===== src/rtl/clk_gate_pkg.sv =====
// Shared types and default constants for the FIFO/ALU clock-gating controller.
package clk_gate_pkg;

  // Encoding matches the gate_state output.
  typedef enum logic [1:0] {
    StRun   = 2'b00,
    StDrain = 2'b01,
    StGated = 2'b10,
    StWake  = 2'b11
  } gate_state_e;

  localparam int unsigned IDLE_THRESH_DEF = 4;
  localparam int unsigned WAKE_HOLD_DEF   = 2;
  localparam int unsigned CNT_W_DEF       = 16;

  localparam int unsigned IDLE_CNT_W = 8;
  localparam int unsigned WAKE_CNT_W = 4;

endpackage


===== src/rtl/sat_counter.sv =====
// Width-parameterised up-counter with enable that holds at all-ones instead of wrapping.
module sat_counter #(
  parameter int unsigned WIDTH = 16
) (
  input  logic             i_clk,
  input  logic             i_rst,
  input  logic             i_en,
  output logic [WIDTH-1:0] o_count
);

  logic [WIDTH-1:0] r_count;

  always_ff @(posedge i_clk) begin
    if (!i_rst) begin
      r_count <= '0;
    end else if (i_en && (r_count != {WIDTH{1'b1}})) begin
      r_count <= r_count + 1'b1;
    end
  end

  assign o_count = r_count;

endmodule


===== src/rtl/clk_gate_ctrl.sv =====
// Idle-driven clock gate controller for the instruction-FIFO/ALU block: gates after a run of
// idle cycles, wakes on raw requests and stalls requesters until the clock is stable again.
module clk_gate_ctrl
  import clk_gate_pkg::*;
#(
  parameter int unsigned IDLE_THRESH = IDLE_THRESH_DEF,
  parameter int unsigned WAKE_HOLD   = WAKE_HOLD_DEF,
  parameter int unsigned CNT_W       = CNT_W_DEF
) (
  input  logic             i_clk,
  input  logic             i_rst,
  input  logic             i_wr_en,
  input  logic             i_rd_en,
  input  logic             i_data_empty,
  input  logic             i_data_full,
  input  logic             i_force_on,
  output logic             o_fifo_wr_en,
  output logic             o_fifo_rd_en,
  output logic             o_clock_disable,
  output logic             o_stall,
  output logic [1:0]       o_gate_state,
  output logic [CNT_W-1:0] o_gated_cycles
);

  localparam logic [IDLE_CNT_W-1:0] IdleLast = IDLE_CNT_W'(IDLE_THRESH - 1);
  localparam logic [WAKE_CNT_W-1:0] WakeLast = WAKE_CNT_W'(WAKE_HOLD - 1);

  gate_state_e           r_state, w_state_d;
  logic [IDLE_CNT_W-1:0] r_idle_cnt, w_idle_cnt_d;
  logic [WAKE_CNT_W-1:0] r_wake_cnt, w_wake_cnt_d;
  logic                  w_act;
  logic                  w_wake_req;
  logic                  w_stall;

  // Requests blocked by FIFO status do no useful work, so they count as idle.
  assign w_act = (i_wr_en & ~i_data_full) | (i_rd_en & ~i_data_empty) | i_force_on;
  // FIFO flags are stale while gated, so wake on the raw requests.
  assign w_wake_req = i_wr_en | i_rd_en | i_force_on;

  always_ff @(posedge i_clk) begin
    if (!i_rst) begin
      r_state    <= StRun;
      r_idle_cnt <= '0;
      r_wake_cnt <= '0;
    end else begin
      r_state    <= w_state_d;
      r_idle_cnt <= w_idle_cnt_d;
      r_wake_cnt <= w_wake_cnt_d;
    end
  end

  always_comb begin
    w_state_d    = r_state;
    w_idle_cnt_d = r_idle_cnt;
    w_wake_cnt_d = r_wake_cnt;
    unique case (r_state)
      StRun: begin
        if (w_act) begin
          w_idle_cnt_d = '0;
        end else begin
          w_state_d    = StDrain;
          w_idle_cnt_d = IDLE_CNT_W'(1);
        end
      end
      StDrain: begin
        if (w_act) begin
          w_state_d    = StRun;
          w_idle_cnt_d = '0;
        end else if (r_idle_cnt == IdleLast) begin
          w_state_d    = StGated;
          w_idle_cnt_d = '0;
        end else begin
          w_idle_cnt_d = r_idle_cnt + 1'b1;
        end
      end
      StGated: begin
        if (w_wake_req) begin
          w_state_d    = StWake;
          w_wake_cnt_d = '0;
        end
      end
      StWake: begin
        // Idle detection and force_on are ignored until the hold completes.
        if (r_wake_cnt == WakeLast) begin
          w_state_d    = StRun;
          w_wake_cnt_d = '0;
        end else begin
          w_wake_cnt_d = r_wake_cnt + 1'b1;
        end
      end
      default: w_state_d = StRun;
    endcase
  end

  assign w_stall         = (r_state == StGated) | (r_state == StWake);
  assign o_stall         = w_stall;
  assign o_clock_disable = (r_state == StGated);
  assign o_gate_state    = r_state;
  assign o_fifo_wr_en    = i_wr_en & ~w_stall & ~i_data_full;
  assign o_fifo_rd_en    = i_rd_en & ~w_stall & ~i_data_empty;

  sat_counter #(
    .WIDTH (CNT_W)
  ) u_gated_cnt (
    .i_clk   (i_clk),
    .i_rst   (i_rst),
    .i_en    (r_state == StGated),
    .o_count (o_gated_cycles)
  );

endmodule


===== config.mk =====
export PLATFORM = sky130hd
export DESIGN_NAME = clk_gate_ctrl
export DESIGN_NICKNAME = d
export VERILOG_FILES = /design/src/rtl/clk_gate_pkg.sv /design/src/rtl/sat_counter.sv /design/src/rtl/clk_gate_ctrl.sv
export SDC_FILE = /design/constraint.sdc
export NUM_CORES = 1
export LEC_CHECK = 0
export BUFFER_PORTS_ARGS = -buffer_cell sky130_fd_sc_hd__buf_2
export CAP_MARGIN = 40
export CORE_MARGIN = 10
export CORE_UTILIZATION = 30
export CTS_CLUSTER_DIAMETER = 200
export DETAILED_ROUTE_END_ITERATION = 10
export PLACE_DENSITY_LB_ADDON = 0.12
export SLEW_MARGIN = 20
export SYNTH_ARGS = -nofsm -noshare
export SYNTH_HDL_FRONTEND = slang
export SYNTH_SLANG_ARGS = --single-unit

===== constraint.sdc =====
create_clock -name i_clk -period 1.6 [get_ports i_clk]
set_input_delay 0.24 -clock i_clk [delete_from_list [all_inputs] [get_ports i_clk]]
set_output_delay 0.24 -clock i_clk [all_outputs]
set_load 0.02 [all_outputs]

== Word level (Yosys, flattened, before mapping) ==
Index checks and enable logic that the tools add are counted.
W data, S select, Z words.

* $add $sub $neg: 3
* Eq/ne operators: 10
* Muxes and demuxes: 13
* Bitwise logic cells: 14
* Reduce and logical (&&, ||, !) cells: 6

{| class="wikitable"
|+ Operators by type and width
! cell !! count
|-
| $add A16 B1 Y16 const B || 1
|-
| $mux W8 || 2
|-
| $ne A16 B16 Y1 const B || 1
|-
| $pmux W8 S2 || 1
|-
| $mux W2 || 5
|-
| $add A8 B1 Y8 const B || 1
|-
| $eq A8 B2 Y1 const B || 1
|-
| $mux W4 || 2
|-
| $pmux W2 S4 || 1
|-
| $pmux W4 S2 || 1
|-
| $and A1 B1 Y1 || 6
|-
| $ne A2 B2 Y1 const B || 3
|-
| $or A1 B1 Y1 || 5
|-
| $add A4 B1 Y4 const B || 1
|-
| $eq A2 B2 Y1 const B || 2
|-
| $eq A4 B1 Y1 const B || 1
|-
| $reduce_and A4 Y1 || 1
|-
| $reduce_bool A2 Y1 || 2
|-
| $ne A3 B3 Y1 const B || 1
|-
| $not A1 Y1 || 3
|-
| $eq A2 B1 Y1 const B || 1
|-
| $logic_not A2 Y1 || 1
|-
| $reduce_and A2 Y1 || 1
|-
| $logic_and A1 B1 Y1 || 1
|-
| $mux W1 || 1
|}

* Flip-flop bits (word level): 30
* Input port bits: 7
* Output and inout bits: 22
* Logic and storage cells: 50

== Longest topological paths before layout ==
* Depth in word-level cells: 6
* Gate-level depth with buffers: 6
* Depth with buffers taken out: 6

== Cells and area by module ==
A second synthesis with hierarchy kept.

* Cells, all modules: 195
* Area total of the unflattened synthesis: 1665.3 µm²

{| class="wikitable"
|+ By module, submodules not included
! module !! times used !! cells an instance !! area an instance (µm²) !! sequential area each (µm²)
|-
| sat_counter || 1 || 97 || 837.1 || 320.3
|-
| clk_gate_ctrl || 1 || 98 || 828.3 || 280.3
|}

== Worst setup path before layout ==
Ideal clock, no wire load.

* Path type: register to register
* Start point: register (tool-made name)
* End point: register u_gated_cnt.r_count[13], in the netlist u_gated_cnt.o_count[13]
* Library setup time: 0.070 ns
* Data arrival time: 1.548 ns
* Data required time: 1.530 ns
* Slack: -0.019 ns
* Cell stages (with the launch flop): 7
* Buffers on the path: 2
* Period minus slack after synthesis: 1.619 ns
* Path through: dfxtp_1 -> buf_6 -> and4b_1 -> buf_6 -> nand4_4 -> or4_1 -> a21oi_1

{| class="wikitable"
|+ RTL lines
! item !! line !! text
|-
| end signal: assignment || sat_counter.sv:17 || <nowiki>r_count <= r_count + 1'b1;</nowiki>
|-
| end: declaration || sat_counter.sv:11 || <nowiki>logic [WIDTH-1:0] r_count;</nowiki>
|}

== Worst setup path after layout ==
* Start point: register u_gated_cnt.r_count[12], in the netlist u_gated_cnt.o_count[12]
* End point: register u_gated_cnt.r_count[13], in the netlist u_gated_cnt.o_count[13]

* Longest elaborated chain between the ends: 2
* Elaborated cells between the ends (all ways): 3
* Those cells by class: add/sub (1); eq/ne (1); reduce/logical (1)

{| class="wikitable"
|+ Ends and longest elaborated chain
! item
|-
| branches (longest 2 deep; another with $add A16 B1 Y16)
|}

Several ways; the timed one is not identified.
A chain may end at the register's enable or synchronous reset.

==> impl_results.md <==
- Number of routed nets with antenna violations: 0
- Cell accounting for the most synthesized area: dfxtp_1
- Post-DP Area: 0.00190 sq mm
- Clk slew on worst S/H paths: approximately 0.06 ns
- Clock Path Buffers: 2
- Antenna cell count: 0
- FF+latch count, synth: 30
- Seq/Total Area, Yosys: 0.371
- Worst reg2reg path depth: 4
- Worst slew pin tran: 0.441 ns
- Asr flop ratio synth: 0
- HP Class: input pin to flip-flop
- Synth Warn #: 0
- RR Endpoint: u_gated_cnt.o_count[13]
- Fin nets: 237
- Synthesized Nets: 196
- Setup violators final: 0
- TritonCTS clock tree: yes
- Total GRT Usage: 0.100
- Reg2reg setup slack: 0.1 ns
- Predominant post-synthesis flop cell: dfxtp_1
- Layout cells sized above 1: 0.327
- Synth Instances: 184
- Cell area after layout: around 0.0021 sq mm
- Initial antenna violation count: 0
- Synth Cell Area: approximately 0.0016 sq mm
- Ports: 29
- GPL Wtd Cong: 0.775
- EDFF count, synth: 0
- Initial Utilization: 0.313
- Post-DR wirelength/cell: between 10 and 15 microns
- Number of H-tree levels: 2
- CORE AREA: 0.00517 sq mm
- Die ar.: 0.00874 sq mm
- Max Freq: 0.666 GHz
- First-pass GRT wire length: 7.18 mm
- DRT iter0 DRCs: 67
- Unique masters post-synth: 50
- Critical Path Sink Type: flip-flop
- Crit share post-route: 0.939
- Startpoint Class: flip-flop
- Setup Skew: 0.00370 ns
- Slew Viols, Final: 0
- Worst VDD drop: around 0.27 mV
- Setup CP Type: flip-flop to flip-flop
- Total number of vias: 1480
- Hold path depth: 3
- GR Overflow Total: 0
- Maxcap violations: 0
- RSZ-0062 raised after global routing: false
- HPWL Detailed: 3.17 mm
- Pleak: 0.000833 uW
- Slew HR: 0.703
- WL final: between 4 and 5 mm
- Worst-Skew Late Latency: 0.28 ns
- Max FO, Critical Path: 12
- Worst Path Arrival: 1.72 ns
- Hold Startpoint: i_rst
- Commonest non-fill, non-tap cell in the layout: buf_2
- Outcome: finished clean
- CTS root buffer: clkbuf_8
- Die width: around 93 microns
- Clk sink count: 30
- Synth top area share: 0.371
- Reg2reg start: u_gated_cnt.o_count[12]
- Layout overhead on the synthesized area: 26.7%
- Input/output buffers: 28
- Vias in the first global route: 1508
- Num CTS Buffers: 5
- Die Span Y: between 90 and 100 microns
- Pre-antenna DRT Iters: 4
- Minimum clock period: 1.50 ns
- Critical Path Source: u_gated_cnt.o_count[12]
- Average via count per standard cell: 5.00
- Final Hold Fails: 0
- Finished Core Util: 0.397
- Mean Syn Cell Area: 8.81 sq um
- Post-route DRC: 0
- Top cells by area, synth: dfxtp_1 (37%), nand2_1 (4.2%), ha_1 (3.9%), a21oi_1 (3.7%), mux2i_1 (3.7%)
- Core Rows: 26
- Power Dens Cells: 751 mW/mm^2
- Crit path required time: 1.82 ns
- Commonest cells after routing, fill and taps aside: buf_2 (28), dfxtp_1 (26), nand2_1 (18), buf_4 (18), nor2_1 (13)
- Setup TNS: 0 ns
- Largest net degree at the start of global routing: 17
power breakdown:
| part | leakage (uW) | switching (uW) | internal (uW) | total (uW) |
|---|---|---|---|---|
| Clock | 0.0000575 | 281 | 434 | 715 |
| Sequential | 0.000244 | 2.36 | 750 | 753 |
| Combinational | 0.000532 | 45.5 | 29.1 | 74.6 |
repair_timing:
action                     4_1_cts  5_1_grt
buffers inserted                 0        1
hold buffers                     0        0
setup endpoints to repair        0       15
resized for setup                0       11
metrics by stage:
step	hold slack (ns)	setup WS, ns	cells	total power, uW
after CTS	0.297	0.0258	295	1570
after global routing	0.299	0.00270	296	1610
final	0.301	0.0975	296	1540
after global placement	0.468	0.0934	287	841
after detailed placement	0.480	0.0272	287	843
after floorplan	0.452	0.00925	184	812
area by class of cell:
cell class | count | area (sq um)
clock buffers | 8 | 110
fillers | 542 | 3120
inverters | 4 | 15.0
multi-input cells | 138 | 960
flip-flops and latches | 30 | 606
well taps | 70 | 87.6
repair buffers | 46 | 275
state kept, by name, summed over array words and instances (netlist names), named ones only:
signal	flops
o_gate_state	1
r_idle_cnt	8
r_wake_cnt	4
u_gated_cnt.o_count	16
how the worst max path moves through the flow:
stage / slack [ns] / to
detailed placement: 0.03 / r_wake_cnt[3]
CTS: 0.03 / r_wake_cnt[3]
finish: 0.1 / u_gated_cnt.o_count[13]
global placement: 0.09 / r_wake_cnt[3]
floorplan: 0.009 / u_gated_cnt.o_count[13]
global route: 0.003 / u_gated_cnt.o_count[15]
worst max-delay path, cell delays in order (launching register included):
cell and delay (ns):
dfxtp_1 0.35, and4_4 0.22, and4_4 0.24, or4_1 0.48, a21oi_1 0.15
Yosys cell counts (all sizes together), types with 3 or more instances:
cell     n
or4      3
ha       5
o31ai    4
xnor2    4
o21ai    8
nand3    7
dfxtp   30
a41oi    4
nor2    13
and4     3
nor2b    6
a21oi   12
clkbuf   6
inv      4
mux2i    6
buf      6
nor3     5
a31oi    3
nand2b   4
nand2   18
and3     5
per-layer routing:
metal / share of wire / vias to the layer above / wire, microns / track usage
met5: 0 / - / 0 / 0
met4: 0.013 / 0 / 56 / 0.0347
met3: 0.047 / 6 / 199 / 0.0376
met2: 0.47 / 24 / 1980 / 0.164
met1: 0.47 / 699 / 1960 / 0.118
li1: - / 751 / - / -
cell families after synthesis:
logic type | after synthesis | share of synthesized area
adder cells (fa/ha/maj) | 5 | 0.0386
multiplexers | 7 | 0.0440
buffers and inverters | 16 | 0.0587
AO/OA/AOI/OAI | 41 | 0.168
flip-flops | 30 | 0.371
XOR/XNOR | 6 | 0.0324
AND/OR/NAND/NOR | 79 | 0.287
(Power assumes the default switching activity.)
